==> src/rtl/mul_seq_ctrl.sv <==
// mul_seq_ctrl: 8x8 unsigned sequential multiplier. It uses shift-add through
// one 8-bit ripple adder that has an explicit carry-in and carry-out.
//
// Ports:
//   clk      in   1   single clock; all state changes on its rising edge
//   rst      in   1   synchronous active-high reset
//   start    in   1   begin a multiply; sampled only while idle
//   a        in   8   multiplicand (unsigned), captured on the accepting edge
//   b        in   8   multiplier (unsigned), captured on the accepting edge
//   busy     out  1   high while an operation is running or completing
//   done     out  1   one-cycle pulse; product is valid while it is high
//   product  out  16  registered a*b; holds until the next completion
//
// Timing: start accepted at edge k -> 8 RUN cycles -> done high after edge
// k+8 -> idle after edge k+9. A new start can be accepted at edge k+10.

module mul_seq_ctrl (
    input  logic        clk,
    input  logic        rst,
    input  logic        start,
    input  logic [7:0]  a,
    input  logic [7:0]  b,
    output logic        busy,
    output logic        done,
    output logic [15:0] product
);

    localparam logic [1:0] IDLE = 2'd0;
    localparam logic [1:0] RUN  = 2'd1;
    localparam logic [1:0] DONE = 2'd2;

    logic [1:0]  state;
    logic [7:0]  mcand;
    logic [7:0]  acc_hi;
    logic [7:0]  acc_lo;
    logic [2:0]  cnt;

    // The single adder and its operands.
    logic [7:0]  add_a;
    logic [7:0]  add_b;
    logic        cin;
    logic [7:0]  sum;
    logic        cout;
    logic        carry;
    logic [15:0] shifted;

    // When the multiplier bit is 0, adding zero yields {0, acc_hi}.
    // That matches the "no add" case, so no bypass mux is needed.
    assign add_a = acc_hi;
    assign add_b = acc_lo[0] ? mcand : '0;
    assign cin   = 1'b0;

    always_comb begin
        sum   = '0;
        carry = cin;
        for (int unsigned i = 0; i < 8; i++) begin
            sum[i] = add_a[i] ^ add_b[i] ^ carry;
            carry  = (add_a[i] & add_b[i]) | (carry & (add_a[i] ^ add_b[i]));
        end
        cout = carry;
    end

    // The carry-out moves into acc_hi[7] on the shift, so it is never lost.
    assign shifted = {cout, sum, acc_lo[7:1]};

    always_ff @(posedge clk) begin
        if (rst) begin
            state   <= IDLE;
            mcand   <= '0;
            acc_hi  <= '0;
            acc_lo  <= '0;
            cnt     <= '0;
            product <= '0;
        end else begin
            case (state)
                IDLE: begin
                    if (start) begin
                        mcand  <= a;
                        acc_hi <= '0;
                        acc_lo <= b;
                        cnt    <= '0;
                        state  <= RUN;
                    end
                end
                RUN: begin
                    acc_hi <= shifted[15:8];
                    acc_lo <= shifted[7:0];
                    cnt    <= cnt + 3'd1;
                    if (cnt == 3'd7) begin
                        product <= shifted;
                        state   <= DONE;
                    end
                end
                DONE: begin
                    state <= IDLE;
                end
                default: begin
                    state <= IDLE;
                end
            endcase
        end
    end

    assign busy = (state == RUN) || (state == DONE);
    assign done = (state == DONE);

endmodule

==> config.mk <==
export PLATFORM = sky130hd
export DESIGN_NAME = mul_seq_ctrl
export DESIGN_NICKNAME = d
export VERILOG_FILES = /design/src/rtl/mul_seq_ctrl.sv
export SDC_FILE = /design/constraint.sdc
export NUM_CORES = 1
export LEC_CHECK = 0
export BUFFER_PORTS_ARGS = -buffer_cell sky130_fd_sc_hd__buf_2
export CAP_MARGIN = 20
export CORE_MARGIN = 3
export CORE_UTILIZATION = 35
export CTS_BUF_LIST = sky130_fd_sc_hd__clkbuf_8
export CTS_CLUSTER_SIZE = 14
export DETAILED_ROUTE_END_ITERATION = 10
export GPL_TIMING_DRIVEN = 0
export SLEW_MARGIN = 40
export SYNTH_ARGS = -nofsm -noshare
export SYNTH_HDL_FRONTEND = slang
export SYNTH_SLANG_ARGS = --single-unit
==> constraint.sdc <==
create_clock -name clk -period 6 [get_ports clk]
set_input_delay 0.9 -clock clk [delete_from_list [all_inputs] [get_ports clk]]
set_output_delay 0.9 -clock clk [all_outputs]
set_load 0.02 [all_outputs]
# After elaboration in Yosys (flattened, before gate mapping)
# Index checks and enable logic that the tools add are counted.
# word_totals
ff_bits	45
output_inout_bits	18
inputBits	19
# op_classes
n_eq_ne	5
n_reduce_logical	7
n_addsub	1
n_bitwise	37
mux	10
# op_table
op	count
8-bit case mux with 2 select lines	2
8-bit two-way mux	3
1-bit AND	15
1-bit bitwise XOR	15
2-bit AND reduction	4
1-bit OR	7
3-bit case mux with 2 select lines	1
2-bit two-way mux	2
2-bit != test (second input constant)	2
2-bit case mux with 2 select lines	1
3-bit by 1-bit adder with 3-bit output (second input constant)	1
3-bit == test (second input constant)	1
3-bit two-way mux	1
2-bit by 1-bit == test with 1-bit output (second input constant)	1
2-bit == test (second input constant)	1
2-bit logical NOT	1
2-bit nonzero test	1
1-bit logical OR	1

# Depth between registers and ports, before layout
# Gate-level depths: netlist (run 1).
# logic_depth
word_depth	17
depth_mapped	18
depth_no_buf	17

# Worst setup path after synthesis (run 1)
# OpenSTA, ideal clock, no wires.
# synth_timing
kind	reg-to-reg
start	reg acc_lo[0]
end	reg acc_hi[6]
path_stages_with_launch	18
synth_period_minus_slack_ps	3634
t_required_ps	5868
setup_time_ps	132
arrival_time_ps	3502
setup_slack_ps	2366
n_path_buf	1
path_cell_list	dfxtp_1 > clkbuf_1 > and2_1 > ha_1 > inv_1 > fa_1 > fa_1 > inv_1 > fa_1 > inv_1 > fa_1 > inv_1 > fa_1 > inv_1 > fa_1 > fa_1 > a2bb2oi_1 > a21oi_1
# synth_between
elab_chain_cells	16
elab_cells_between_ends	29
cone_classes	2 x mux; 27 x bitwise
# synth_lines
element	line	rtl
from (decl)	35	logic [7:0] acc_lo;
from (signal assigned)	87	acc_lo <= shifted[7:0];
8-bit two-way mux *	50	assign add_b = acc_lo[0] ? mcand : '0;
1-bit AND or 1-bit bitwise XOR (tied branches)	58	carry = (add_a[i] & add_b[i]) | (carry & (add_a[i] ^ add_b[i]));
1-bit AND	58	
1-bit OR	58	
1-bit AND	58	
1-bit OR	58	
1-bit AND	58	
1-bit OR	58	
1-bit AND	58	
1-bit OR	58	
1-bit AND	58	
1-bit OR	58	
1-bit AND	58	
1-bit OR	58	
1-bit bitwise XOR *	57	sum[i] = add_a[i] ^ add_b[i] ^ carry;
8-bit case mux with 2 select lines *	75	case (state)
to (signal assigned)	86	acc_hi <= shifted[15:8];
to (decl)	34	logic [7:0] acc_hi;
# Every way passes the cells marked *; elsewhere a longest branch is shown, timed or not.
# A chain may end at the register's enable or synchronous reset.

# Final worst setup path (run 1)
# Same ends and word-level chain as after synthesis.

==> metrics.md, run 1 <==
| Metric | Value |
|---|---|
| Outcome | completed |
| Clock network power share | between 30% and 40% |
| Met2 usage | approximately a fifth |
| Static leakage | 1.02 nW |
| Internal Power | 0.518 mW |
| Critical path fanouts, max | 9 |
| Kind of critical path | register to register |
| Sequential Power Share | 46.6% |
| Core Footprint | 5990 um2 |
| Resized cells post-CTS | 0 |
| Vias | 1760 |
| Clock root buffer | clkbuf_8 |
| Grt met1 use | 21.4% |
| DP Cell Count | ~350 |
| RR Endpoint | acc_hi[6]$_SDFFE_PP0P_ |
| Hold Path Sink | mcand[5]$_SDFFE_PP0P_ |
| Die area | a little over 7000 um2 |
| Post-synthesis async set-or-reset flop share | 0% |
| Final setup vio count | 0 |
| First-pass GRT wire length | 8.36 mm |
| Initial cell density of the core | 36.5% |
| Pwr Total | 0.688 mW |
| Final setup margin | 2.06 ns |
| Skew-Pair Late Insertion Delay | about 0.30 ns |
| Worst reg-to-reg path cell count | 17 |
| Max-cap violations | 0 |
| Avg Inst Size Synth | between 9 and 10 um2 |
| Hold_sp | mcand[5]$_SDFFE_PP0P_ |
| Yosys cell types | 29 |
| Psw | 0.170 mW |
| Detailed Route WL | 4.91 mm |
| Combinational power share | 14.4% |
| Warnings, synthesis | 0 |
| Seq/Total Area, Yosys | 41.2% |
| GR peak layer | met1 |
| Clock sink count | 45 |
| Slew @ Worst Pin | 0.641 ns |
| Setup TNS | 0 ns |
| Routed length per placed instance | around 14 um |
| Diodes inserted | 0 |
| Slowest CP cell | fa_1 |
| DR pass1 iterations | 4 |
| Worst path most repeated cell | fa_1 |
| Die X | 85.1 um |
| Share of cells above drive strength 1 | around a quarter |
| I/O pin cnt | 37 |
| Area growth syn-to-layout | 18.2% |
| RSZ-0062 raised after global routing | false |
| Initial antenna violation count | 0 |
| Pin count of the biggest net entering global routing | 15 |
| CTS buffer count | 5 |
| Syn nets | 275 |
| Sw frac | 24.7% |
| Yosys reg bits | 45 |
| Vias per cell | 4.89 |
| Post-CTS setup repair buffer count | 0 |
| # H-tree levels | 2 |
| Total congestion overflow | 0 |
| R2r setup slk | 2.06 ns |
| Peak VDD IR | between 0.1 and 0.15 mV |
| Met3 usage | 2.72% |
| Die Y | 85.1 um |
| FF-to-FF Start | acc_lo[0]$_SDFFE_PP0P_ |
| Ys flop type | dfxtp_1 |
| Area after DPL | 2450 um2 |
| Clock-pin slew on the worst setup and hold paths | 0.08 ns |
| Max frequency | 254 MHz |
| Cells after synthesis | 243 |
| Post-route insts no fill | between 300 and 400 |
| # rows | 28 |
| Post-layout min period | 3.94 ns |
| Slew HR | 57.2% |
| EDFF count, synth | 0 |
| Worst path bufs/invs | 6 |
| Gpl congestion | roughly 0.75 |
| Slew Viols, Final | 0 |
| Syn Std Cell Area | 2190 um2 |
| Delay-heaviest family, CP | adder cells |
| Fillcell total | 596 |
| Buffers on Ports | 34 |
| Worst Hold Class | register to register |
| PwrDens | approximately 270 nW/um2 |
| Hpwl dp | roughly 3.6 mm |
| Final nets | 316 |
| DRT antenna net count | 0 |
| Startpoint type of the worst setup path | register |
| Crit-path max cell delay | roughly 0.58 ns |
| CTS tree | yes |
| Hold Vio Cnt, Final | 0 |
| DRC viols | 0 |
| Multi-input gate area | 1130 um2 |
| Hold buffer count at CTS | 0 |
| WP data arrival | 4.10 ns |
| Skew final | 0.0104 ns |
| Drt initial violations | 96 |
| GRT Util Overall | 14.2% |
| Critical-path cell list | clkbuf_1 > and2_1 > ha_1 > inv_1 > fa_1 > fa_1 > inv_1 > fa_1 > inv_1 > fa_1 > inv_1 > fa_1 > inv_1 > fa_1 > fa_1 > a2bb2oi_1 > a21oi_1 |
| Setup crit end kind | register |
| Design area | 2590 um2 |
| Pre-CTS WS | just over 2 ns |
| Vias in the first global route | 1656 |
| Hold depth | 2 |
| Final worst-path cycle share | around two thirds |
| FF+latch area | 901 um2 |
| Clock Path Buffers | 2 |
| Worst EP required | 6.16 ns |
## layout make-up
cell class                 instances  area share, %
buffer                            18           4.35
clock buffer                       5           2.66
clock inverter                     3           2.52
inverter                          13           1.89
multi-input combinational        167           43.5
sequential                        45           34.8
tap                               75           3.63
timing repair buffer              34           6.58
## worst reg2reg max path: stages, from the launching register on
cell       delay, ns
dfxtp_1         0.31
clkbuf_1        0.27
and2_1          0.18
ha_1            0.13
inv_1           0.04
fa_1            0.37
fa_1            0.37
inv_1           0.07
fa_1            0.15
inv_1           0.05
fa_1            0.36
inv_1           0.07
fa_1            0.15
inv_1           0.05
fa_1            0.38
fa_1            0.58
a2bb2oi_1       0.19
a21oi_1         0.08
## Yosys cell counts (5+ instances only)
library cell / count / area (um2)
a211oi_2: 8 / 100
fa_1: 7 / 140
o211ai_1: 6 / 45.0
a211oi_1: 7 / 52.6
inv_1: 13 / 48.8
buf_2: 6 / 30.0
nand2_1: 46 / 173
nand3_1: 8 / 40.0
a21oi_1: 29 / 145
clkbuf_1: 5 / 18.8
nor2_1: 17 / 63.8
ha_1: 6 / 75.1
mux2i_1: 8 / 80.1
dfxtp_1: 45 / 901
a2bb2oi_1: 6 / 52.6
## worst max-delay path by stage
| stage | start | endpoint | slack, ns | cells past startpoint |
|---|---|---|---|---|
| 4_1_cts | acc_lo[0]$_SDFFE_PP0P_ | acc_hi[6]$_SDFFE_PP0P_ | 2.05 | 17 |
| 5_1_grt | acc_lo[0]$_SDFFE_PP0P_ | acc_hi[6]$_SDFFE_PP0P_ | 1.80 | 17 |
| 3_3_place_gp | acc_lo[0]$_SDFFE_PP0P_ | acc_hi[6]$_SDFFE_PP0P_ | 2.09 | 17 |
| 6_report | acc_lo[0]$_SDFFE_PP0P_ | acc_hi[6]$_SDFFE_PP0P_ | 2.06 | 17 |
| 3_5_place_dp | acc_lo[0]$_SDFFE_PP0P_ | acc_hi[6]$_SDFFE_PP0P_ | 2.05 | 17 |
| 2_1_floorplan | acc_lo[0]$_SDFFE_PP0P_ | acc_hi[6]$_SDFFE_PP0P_ | 2.37 | 17 |
## registers in the layout, summed over array words and instances (netlist names)
| signal | flops |
|---|---|
| product | 16 |
| state | 2 |
| mcand | 8 |
| acc_hi | 8 |
| cnt | 3 |
| acc_lo | 8 |
## power by group through the flow
stage                     Combinational (mW)  Sequential (mW)  Clock, mW
after floorplan                       0.0756            0.325          0
after global routing                   0.111            0.323      0.289
after detailed placement              0.0996            0.327          0
final                                 0.0993            0.320      0.268
after CTS                              0.100            0.320      0.277
after global placement                0.0986            0.327          0
## cell families (layout without fill, tap and decap cells)
| group | after synthesis | after routing | share of synthesized area, % |
|---|---|---|---|
| AO/OA/AOI/OAI | 62 | 62 | 20.4 |
| XOR/XNOR | 1 | 1 | 0.400 |
| AND/OR/NAND/NOR | 79 | 79 | 14.9 |
| flip-flops | 45 | 45 | 41.2 |
| multiplexers | 12 | 12 | 5.89 |
| adder cells (fa/ha/maj) | 13 | 13 | 9.83 |
| buffers and inverters | 31 | 73 | 7.38 |
## metal layers
layer / part of all wire (%) / vias to the layer above
met4: 0.45 / 0
met5: 0 / -
met1: 50 / 812
met3: 4.5 / 2
li1: - / 912
met2: 45 / 34
## through the flow
stage	utilization [%]	hold slack (ns)
6_report	43.2	0.453
5_1_grt	43.2	0.480
3_3_place_gp	40.9	0.441
3_5_place_dp	40.9	0.446
2_1_floorplan	-	0.432
4_1_cts	43.2	0.459
## cell usage in the layout (no fill, tap or decap), drive strengths merged
cell     instances
o22a             1
a21oi           29
o21bai           1
nand2           46
bufinv           2
xor2             1
inv             13
clkbuf          10
nand3            8
and2             4
fa               7
a32oi            3
a311oi           1
ha               6
mux2i            8
mux2             4
a211oi          15
a2bb2oi          6
nor3             1
nor2b            1
clkinv           1
nor2            17
o211ai           6
nand2b           2
dfxtp           45
buf             47
Power figures use the tool's default switching activity.
==> inputs of run 2 (changes only) <==
- clock period: 6 -> 3.8 ns (I/O delays scaled with it)
==> run 2 against run 1 <==
  * Flip-flop and latch count unchanged
  * Clock skew decreased by 0.00097 ns
  * Register-to-register slack got worse by 1.9 ns
  * Global-route usage unchanged
  * Non-clock buffer count increased by 1
  * Critical endpoint unchanged
  * Utilization increased by 0.44 points
  * Largest cell class unchanged
==> metrics.md, run 2 (synthesis results as in run 1) <==
| Metric | Value |
|---|---|
| Hold Vio Cnt, Final | 0 |
| Clock-pin slew on the worst setup and hold paths | 0.08 ns |
| Final setup margin | 0.199 ns |
| Final worst-path cycle share | a little over nine tenths |
| Routed length per placed instance | 13.7 um |
| Core Footprint | 5990 um2 |
| Post-layout min period | 3.60 ns |
| Outcome | completed |
| Vias | between 1500 and 2000 |
| Setup crit end kind | register |
| Initial cell density of the core | between 30% and 40% |
| Largest register FFs | 16 |
| Slew Viols, Final | 0 |
| Worst Hold Class | register to register |
| # rows | 28 |
| Post-route insts no fill | about 360 |
| Diodes inserted | 0 |
| GRT Util Overall | approximately 14% |
| DP Cell Count | 352 |
| Pwr Total | ~1.1 mW |
| DRC viols | 0 |
| Slew @ Worst Pin | 0.646 ns |
| Critical path fanouts, max | 4 |
| Die X | 85.1 um |
| Design area | 2610 um2 |
| Final nets | 317 |
| Die area | 7240 um2 |
| # H-tree levels | 2 |
| Pin count of the biggest net entering global routing | 15 |
| Clock sink count | 45 |
| Skew-Pair Late Insertion Delay | a little under 0.3 ns |
| Vias per cell | around 4.9 |
| CTS tree | yes |
| First-pass GRT wire length | between 8 and 9 mm |
| Worst EP required | roughly 4.0 ns |
| Hpwl dp | 3.58 mm |
| I/O pin cnt | 37 |
| Drt initial violations | between 100 and 150 |
| Commonest non-fill, non-tap cell in the layout | nand2_1 |
| Skew final | 0.00942 ns |
| R2r setup slk | 0.20 ns |
| WP data arrival | 3.76 ns |
| Kind of critical path | register to register |
| Initial antenna violation count | 0 |
| Clock Path Buffers | 2 |
| Most flop-heavy register | product |
| DR pass1 iterations | 4 |
| Area after DPL | between 2000 and 2500 um2 |
| Clock root buffer | clkbuf_8 |
| Die Y | 85.1 um |
| Max-cap violations | 0 |
| Total congestion overflow | 0 |
| Detailed Route WL | 4.95 mm |
| Final setup vio count | 0 |
| Hold buffer count at CTS | 0 |
| Max frequency | between 200 and 300 MHz |
| Share of cells above drive strength 1 | 25.9% |
| RSZ-0062 raised after global routing | false |
| Startpoint type of the worst setup path | register |
| Setup TNS | 0 ns |
| Most frequent cells in the layout | nand2_1 (46), dfxtp_1 (44), buf_2 (40), a21oi_1 (29), nor2_1 (17) |
| Area growth syn-to-layout | 19.4% |
| Buffers on Ports | 34 |
| Peak VDD IR | 0.216 mV |
| Gpl congestion | 0.747 |
| Static leakage | ~1 nW |
| Pre-CTS WS | -0.146 ns |
| DRT antenna net count | 0 |
| CTS buffer count | 5 |
| Slew HR | 56.9% |
| Vias in the first global route | 1656 |
| PwrDens | 416 nW/um2 |
-- run 2: changes by cell type in the layout (fill, tap and decap cells not counted), sizes merged --
cell	before	now
buf	47	49
clkbuf	10	9
-- run 2: through the flow --
stage	hold WS [ns]	util [%]
after floorplan	0.432	-
after global placement	0.441	40.9
after detailed placement	0.446	40.9
after CTS	0.459	43.1
after global routing	0.480	43.6
final	0.453	43.6
-- run 2: routing by layer --
layer | global-route usage (%) | vias to the layer above | wire length (um)
met5 | 0 | - | 0
met4 | 3.02 | 0 | 22
met3 | 2.72 | 2 | 179
met2 | 21.3 | 29 | 2210
met1 | 21.4 | 823 | 2530
li1 | - | 913 | -
-- run 2: worst paths after layout --
path,startpoint,to,cells past startpoint
worst max-delay path,acc_lo[0]$_SDFFE_PP0P_,acc_hi[6]$_SDFFE_PP0P_,17
worst min-delay path,mcand[5]$_SDFFE_PP0P_,mcand[5]$_SDFFE_PP0P_,2
worst max register to register,acc_lo[0]$_SDFFE_PP0P_,acc_hi[6]$_SDFFE_PP0P_,17
worst min register to register,mcand[5]$_SDFFE_PP0P_,mcand[5]$_SDFFE_PP0P_,2
-- run 2: timing repair --
item | 4_1_cts | 5_1_grt
cloned | 0 | 0
resized for setup | 1 | 4
pin swaps | 0 | 1
buffers inserted | 0 | 2
endpoints found under the setup margin | 3 | 2
-- run 2: worst max-delay path, cell delays in order (launching register included) --
cell,delay (ns)
dfxtp_4,0.36
and2_1,0.12
ha_1,0.13
inv_1,0.04
fa_1,0.38
fa_1,0.37
inv_1,0.07
fa_1,0.15
inv_1,0.05
fa_1,0.36
inv_1,0.07
fa_1,0.16
inv_1,0.05
fa_2,0.34
fa_2,0.58
nand2_1,0.06
o211ai_1,0.09
a21oi_1,0.09
-- run 2: area by class of cell --
| class | instances | area (um2) |
|---|---|---|
| fillers | 592 | 3380 |
| multi-input cells | 167 | 1140 |
| flip-flops and latches | 45 | 905 |
| repair buffers | 36 | 185 |
| plain buffers | 17 | 109 |
| well taps | 75 | 93.8 |
| clock buffers | 5 | 68.8 |
| clock inverters | 3 | 65.1 |
| inverters | 13 | 48.8 |
-- run 2: power by group --
| part | switching, mW | internal, mW | total [mW] |
|---|---|---|---|
| Combinational | 0.0921 | 0.0675 | 0.160 |
| Sequential | 0.0146 | 0.492 | 0.507 |
| Clock | 0.160 | 0.261 | 0.421 |
| Total | 0.267 | 0.821 | 1.09 |
